[src/rtl/median_pkg.sv]
// Shared definitions for the sequential median engine: FSM encoding and
// helpers that size the window, step and pass counters from NB.
package median_pkg;

    typedef logic [1:0] state_t;

    localparam state_t LOAD    = 2'd0;
    localparam state_t COMPUTE = 2'd1;
    localparam state_t OUT     = 2'd2;

    // Number of max-removal passes needed to expose the median.
    function automatic int npass(input int nb);
        return (nb + 1) / 2;
    endfunction

    // Steps per pass: one per entry of the (NB-1)-deep ring.
    function automatic int nstep(input int nb);
        return nb - 1;
    endfunction

    // Bits needed for a counter spanning 0..n-1 (at least one bit).
    function automatic int cnt_w(input int n);
        return (n <= 2) ? 1 : $clog2(n);
    endfunction

endpackage

[src/rtl/MCE.sv]
// Compare-exchange cell: routes the larger of a/b to max and the smaller
// to min, unsigned.
module MCE #(
    parameter int SIZE = 8
) (
    input  logic [SIZE-1:0] a,
    input  logic [SIZE-1:0] b,
    output logic [SIZE-1:0] max,
    output logic [SIZE-1:0] min
);

    always_comb begin
        if (a > b) begin
            max = a;
            min = b;
        end else begin
            max = b;
            min = a;
        end
    end

endmodule

[src/rtl/median_seq.sv]
// Sequential median of NB samples: one compare-exchange cell sweeps a ring
// of NB-1 registers, peeling off the running maximum once per pass.
module median_seq
    import median_pkg::*;
#(
    parameter int WIDTH = 8,
    parameter int NB    = 9
) (
    input  logic             CLK,
    input  logic             RST,
    input  logic             DSI,
    input  logic [WIDTH-1:0] DI,
    output logic             RDY,
    output logic             DSO,
    output logic [WIDTH-1:0] DO
);

    localparam int NPASS = npass(NB);
    localparam int NSTEP = nstep(NB);
    localparam int SW    = cnt_w(NB);
    localparam int TW    = cnt_w(NSTEP);
    localparam int PW    = cnt_w(NPASS);

    localparam logic [SW-1:0] SAMPLE_LAST = SW'(NB - 1);
    localparam logic [TW-1:0] STEP_LAST   = TW'(NSTEP - 1);
    localparam logic [PW-1:0] PASS_LAST   = PW'(NPASS - 1);

    if (NB < 3 || (NB % 2) == 0) begin : g_nb_check
        $error("median_seq: NB must be odd and >= 3");
    end
    if (WIDTH < 1) begin : g_width_check
        $error("median_seq: WIDTH must be >= 1");
    end

    logic [WIDTH-1:0] r_q [NB];
    logic [WIDTH-1:0] r_d [NB];
    state_t           state_q, state_d;
    logic [SW-1:0]    sample_q, sample_d;
    logic [TW-1:0]    step_q, step_d;
    logic [PW-1:0]    pass_q, pass_d;
    logic             start_q, start_d;
    logic [WIDTH-1:0] mce_max, mce_min;

    MCE #(.SIZE(WIDTH)) u_mce (
        .a   (r_q[NB-1]),
        .b   (r_q[NB-2]),
        .max (mce_max),
        .min (mce_min)
    );

    always_comb begin
        r_d      = r_q;
        state_d  = state_q;
        sample_d = sample_q;
        step_d   = step_q;
        pass_d   = pass_q;
        start_d  = start_q;
        case (state_q)
            LOAD: begin
                if (DSI) begin
                    r_d[0] = DI;
                    for (int i = 1; i < NB; i++) begin
                        r_d[i] = r_q[i-1];
                    end
                    if (sample_q == SAMPLE_LAST) begin
                        sample_d = '0;
                        step_d   = '0;
                        pass_d   = '0;
                        start_d  = 1'b1;
                        state_d  = COMPUTE;
                    end else begin
                        sample_d = sample_q + 1'b1;
                    end
                end
            end
            COMPUTE: begin
                // The first COMPUTE cycle only lets the freshly loaded window settle.
                if (start_q) begin
                    start_d = 1'b0;
                end else begin
                    r_d[0]    = mce_min;
                    for (int i = 1; i < NB - 1; i++) begin
                        r_d[i] = r_q[i-1];
                    end
                    r_d[NB-1] = mce_max;
                    if (step_q == STEP_LAST) begin
                        step_d = '0;
                        if (pass_q == PASS_LAST) begin
                            state_d = OUT;
                        end else begin
                            // Zero never outranks a real sample, so it cleanly discards the max.
                            r_d[NB-1] = '0;
                            pass_d    = pass_q + 1'b1;
                        end
                    end else begin
                        step_d = step_q + 1'b1;
                    end
                end
            end
            OUT: begin
                state_d = LOAD;
            end
            default: begin
                state_d = LOAD;
            end
        endcase
    end

    always_ff @(posedge CLK or posedge RST) begin
        if (RST) begin
            for (int i = 0; i < NB; i++) begin
                r_q[i] <= '0;
            end
            state_q  <= LOAD;
            sample_q <= '0;
            step_q   <= '0;
            pass_q   <= '0;
            start_q  <= 1'b0;
        end else begin
            r_q      <= r_d;
            state_q  <= state_d;
            sample_q <= sample_d;
            step_q   <= step_d;
            pass_q   <= pass_d;
            start_q  <= start_d;
        end
    end

    assign RDY = (state_q == LOAD);
    assign DSO = (state_q == OUT);
    assign DO  = r_q[NB-1];

endmodule

[config.mk]
export PLATFORM = sky130hd
export DESIGN_NAME = median_seq
export DESIGN_NICKNAME = d
export VERILOG_FILES = /design/src/rtl/median_pkg.sv /design/src/rtl/MCE.sv /design/src/rtl/median_seq.sv
export SDC_FILE = /design/constraint.sdc
export NUM_CORES = 1
export LEC_CHECK = 0
export BUFFER_PORTS_ARGS = -buffer_cell sky130_fd_sc_hd__clkbuf_2
export CAP_MARGIN = 20
export CELL_PAD_IN_SITES_DETAIL_PLACEMENT = 1
export CELL_PAD_IN_SITES_GLOBAL_PLACEMENT = 1
export CORE_ASPECT_RATIO = 1.2
export CORE_UTILIZATION = 45
export DETAILED_ROUTE_END_ITERATION = 12
export PLACE_DENSITY_LB_ADDON = 0.1
export SYNTH_ARGS = -nofsm -noshare
export SYNTH_HDL_FRONTEND = slang
export SYNTH_SLANG_ARGS = --single-unit
[constraint.sdc]
create_clock -name CLK -period 2.9 [get_ports CLK]
set_input_delay 0 -clock CLK [delete_from_list [all_inputs] [get_ports CLK]]
set_output_delay 0 -clock CLK [all_outputs]
set_load 0.005 [all_outputs]
Yosys cells after proc, flatten, opt, wreduce, memory -nomap -nowiden
Index checks and enable logic that the tools add are counted.

operators by class
  $add $sub $neg = 3
  multiply operators = 0
  div/mod/pow operators = 0
  $lt $le $gt $ge = 1
  eq/ne operators = 11
  shift operators = 0
  muxes and demuxes = 26
  bitwise logic cells = 0
  reduce and logical (&&, ||, !) cells = 8

operators with widths
  operator               number
  $mux W72               2
  $pmux W72 S2           1
  $mux W8                4
  $mux W3                7
  $pmux W3 S2            2
  $mux W2                5
  $ne A2 B2 Y1 const B   5
  $gt A8 B8 Y1           1
  $add A3 B1 Y3 const B  2
  $eq A3 B3 Y1 const B   2
  $reduce_and A3 Y1      2
  $reduce_and A6 Y1      1
  $reduce_and A5 Y1      1
  $add A4 B1 Y4 const B  1
  $eq A4 B4 Y1 const B   1
  $mux W4                1
  $pmux W2 S2            1
  $reduce_and A4 Y1      1
  $eq A2 B1 Y1 const B   1
  $eq A2 B2 Y1 const B   1
  $logic_not A2 Y1       1
  $mux W1                2
  $ne A2 B1 Y1 const B   1
  $pmux W1 S2            1
  2 further kinds        2

storage, ports and cells
  flip-flop bits (word level) = 85
  bits in latches = 0
  bits in writable memories = 0
  bits in read-only memories = 0
  output and inout bits = 10
  logic and storage cells = 63
  memories = 0

Longest topological paths before layout
  word-level depth = 6
  gate-level depth with buffers = 9
  mapped depth without buffers = 7

Cells and area by module
Synthesis repeated with hierarchy kept, for this count alone.

second synthesis, totals
  cells, all modules = 315
  area total of the unflattened synthesis = 4177.8 um^2

modules (own cells, without submodules)
  module      instances  cells each  area each (um^2)  seq. area each (um^2)
  median_seq  1          271         3701.0            2127.0
  MCE         1          44          476.7             0.0

Least setup slack after synthesis
No wires, ideal clock.

  path type = reg2reg
  start = reg r_q (netlist bit DO[7])
  end = reg r_q (netlist bit DO[0])
  data arrival time = 1.737 ns
  required time = 2.779 ns
  path slack = 1.042 ns
  stages on the path, launching flop included = 7
  buffers on the path = 0
  period minus slack after synthesis = 1.858 ns
  path through = dfrtp_1 > ha_1 > and4_1 > and4_1 > a31oi_1 > o31ai_4 > a22o_1

between the ends
  word-level cells in the longest chain between the ends = 6

ends and longest elaborated chain
  element                   line               RTL
  start: declaration        median_seq.sv:35   logic [WIDTH-1:0] r_q [NB];
  start signal: assignment  median_seq.sv:120  r_q <= r_d;
  $gt A8 B8 Y1 (*)          MCE.sv:13          if (a > b) begin
  $mux W8 (*)               MCE.sv:13
  $mux W8                   median_seq.sv:88   if (pass_q == PASS_LAST) begin
  $mux W8 (*)               median_seq.sv:86   if (step_q == STEP_LAST) begin
  $mux W72 (*)              median_seq.sv:78   if (start_q) begin
  $pmux W72 S2 (*)          median_seq.sv:58   case (state_q)

Every way passes the cells marked *; elsewhere a longest branch is shown, timed or not. The select of a mux whose other input is x is not followed.
A chain may end at the register's enable or synchronous reset.

Worst setup path in the final report
  start = reg r_q (netlist bit DO[6])
  end = reg r_q[71] (netlist name)

between the ends
  word-level cells in the longest chain between the ends = 4

ends and longest elaborated chain
  element       line
  $gt A8 B8 Y1  MCE.sv:13
  $mux W8       MCE.sv:13
  $mux W72      median_seq.sv:78
  $pmux W72 S2  median_seq.sv:58

Every way passes these cells. The select of a mux whose other input is x is not followed.

==> flow_summary.ini <==
[power]
switchingPower_w = 0.00207
swShare_pct = 37.7
power.internal_w = 0.00342
vdd_drop_max_mv = 0.523
power_frac_seq_pct = 37.6
power_density_nw_per_um2 = 1240
power_frac_clock_pct = 15.4
combPwrFrac_pct = 47.1
p_leak_nw = 2.05

[finish]
post-route-util_pct = 51.6
syn2layout_area_growth_pct = 11.1
nets = 370
drive_gt1_share_pct = 29.2
antennaDiodeCount = 0
layout_commonest_cell = dfrtp_1
final_cell_mix = dfrtp_1, mux2_2, nand2_1, clkbuf_2, o211ai_1

[synthesis]
synth-seq-cells = 85
synth_area_leaders = dfrtp_1, mux2_2, ha_1
synth.top_cell.area_share_pct = 53.2
ys_types = 43
synthCells = 324
yosys_warnings = 0
synth-seq-area-share_pct = 53.2
syn-cell-area_um2 = 4000
synth_area_leader_cell = dfrtp_1
avgSynthCellArea_um2 = 12.3
syn_nets = 349

[cts]
clk_pin_slew_ns = 0.08
htree_levels = 3
clock_path_buffers = 2
root_buffer = clkbuf_8
clk-insertion-delay-late_ns = 0.36
clock_sinks = 85
post_cts_buffers = 0
cts_tree = yes
cts_made_buffers = 9

[sta]
finalCritPeriodShare_pct = 77.9
finalHoldViolCount = 0
max_freq_ghz = 0.443
setup_tns_ns = 0
worst_slew_pin_slew_ns = 0.767
skew_ns = 0.00887
period_minus_slack_ns = 2.26
setup_viol = 0
max_slew_margin_pct = 48.8
drv_slew = 0
rsz0062_at_grt = false

[drt]
via_per_inst = 5.47
postRouteAntennaNets = 0
dr.pass1.iters = 3
routed_wl_um = 7770
post_drt_wl_per_cell_um = 16.7
drtIter0Drc = 103
drc = 0
num_vias = 2548

[setup_path]
end_kind = register
path_max_fanout = 9
critical_path_arrival_ns = 2.53
path_class = register to register
cp.required_ns = 3.17
startpoint_type = register

[die]
start_util_pct = 46.4
io_pins = 21
die_area_um2 = 9260
num_rows = 37
die_w_um = 88.0
die_h_um = 105
core_um2 = 8610

[placement]
dp_hpwl_um = 5270
port_buffers = 20
gp_congestion = 0.734

[grt]
gr-total-overflow = 0
grt_pass1_wl_um = 13700
antenna_found_initial = 0
grt_use_total_pct = 19.2
grt_pass1_vias = 2745
grt_max_degree = 63

[outcome]
run_status = complete, no violations

[run]
maxCapViolations = 0

[worst_hold_path]
min_path_type = input port to register
==> cell usage after synthesis (all sizes together) <==
cell type	n
and2	2
inv	14
nand3	5
nand2b	3
xnor2	1
o21a	2
a211oi	1
a22o	9
or3	1
a31oi	1
nor3b	2
o31ai	2
a32o	1
a2111o	7
and4	2
o22ai	1
nor3	5
a21oi	4
nor2b	4
nand4	1
o21ai	17
nand2	25
o211ai	18
mux2	50
nor2	11
o21bai	1
ha	14
a21o	9
and4bb	1
clkbuf	3
buf	20
o311ai	1
dfrtp	85
o32ai	1
==> registers in the layout, summed over array words and instances, names as in the netlist <==
signal    cells
step_q        3
pass_q        3
r_q          64
sample_q      4
DO            8
start_q       1
state_q       2
==> metrics by stage <==
| step | setup slack [ns] | total power (W) | hold slack (ns) | cell area (um^2) | instances |
|---|---|---|---|---|---|
| floorplan | 0.707 | 0.00412 | 0.197 | 4000 | 324 |
| global placement | 0.716 | 0.00461 | 0.132 | 4160 | 443 |
| detailed placement | 0.683 | 0.00471 | 0.143 | 4160 | 443 |
| CTS | 0.651 | 0.00558 | 0.00624 | 4440 | 466 |
| global route | 0.459 | 0.00596 | 0.0358 | 4440 | 466 |
| finish | 0.642 | 0.00550 | 0.0165 | 4440 | 466 |
==> per-layer routing <==
layer	wire length (um)	share of wire (%)	vias to the layer above	global-route usage [%]
met5	0	0	-	0
met4	128	1.6	0	6.80
met3	171	2.2	14	4.07
met2	3740	48	20	30.6
met1	3730	48	1310	25.9
li1	-	-	1204	-
==> layout make-up <==
cell class	instances	area [um^2]
clock buffers	11	151
clock inverters	4	47.5
fillers	918	4170
inverters	14	53.8
multi-input cells	202	1670
flip-flops and latches	85	2130
well taps	117	146
repair buffers	33	243
==> power groups by stage <==
stage | Combinational [W] | Clock (W) | Sequential (W)
after floorplan | 0.00215 | 0 | 0.00197
after global placement | 0.00254 | 0 | 0.00207
after detailed placement | 0.00261 | 0 | 0.00210
after CTS | 0.00263 | 0.000878 | 0.00207
after global routing | 0.00290 | 0.000917 | 0.00214
final | 0.00259 | 0.000844 | 0.00207
==> path summary, 6_finish.rpt <==
| check | from | to | slack, ns | cells past startpoint |
|---|---|---|---|---|
| worst max-delay path | DO[6]$_DFFE_PP0P_ | r_q[71]$_DFFE_PP0P_ | 0.64 | 6 |
| worst min-delay path | DI[7] | r_q[71]$_DFFE_PP0P_ | 0.02 | 4 |
| worst max register to register | DO[6]$_DFFE_PP0P_ | r_q[71]$_DFFE_PP0P_ | 0.64 | 6 |
| worst min register to register | sample_q[3]$_DFFE_PP0P_ | sample_q[3]$_DFFE_PP0P_ | 0.48 | 1 |
| max in group asynchronous | RST | r_q[56]$_DFFE_PP0P_ | 1.90 | 4 |
| min in group asynchronous | RST | DO[5]$_DFFE_PP0P_ | 0.31 | 3 |
==> critical path: stages (launching register included) <==
cell	delay [ns]
dfrtp_1	0.45
ha_1	0.32
and4_1	0.29
nand4_1	0.20
nand2_1	0.32
nand2_1	0.32
o211ai_1	0.26
==> cells by family after synthesis <==
logic type,Yosys count,synth area share [%]
AOI/OAI and AO/OA,75,14.9
buffers and inverters,37,5.10
muxes,50,14.1
xor gates and xnor gates,1,0.219
and+or+nand+nor,62,8.05
DFF,85,53.2
adders and majority gates,14,4.38
==> what timing repair did <==
action,in CTS,in global routing
gates resized for setup,0,0
hold buffers,8,0
hold endpoints to repair,48,0
(Power assumes the default switching activity.)
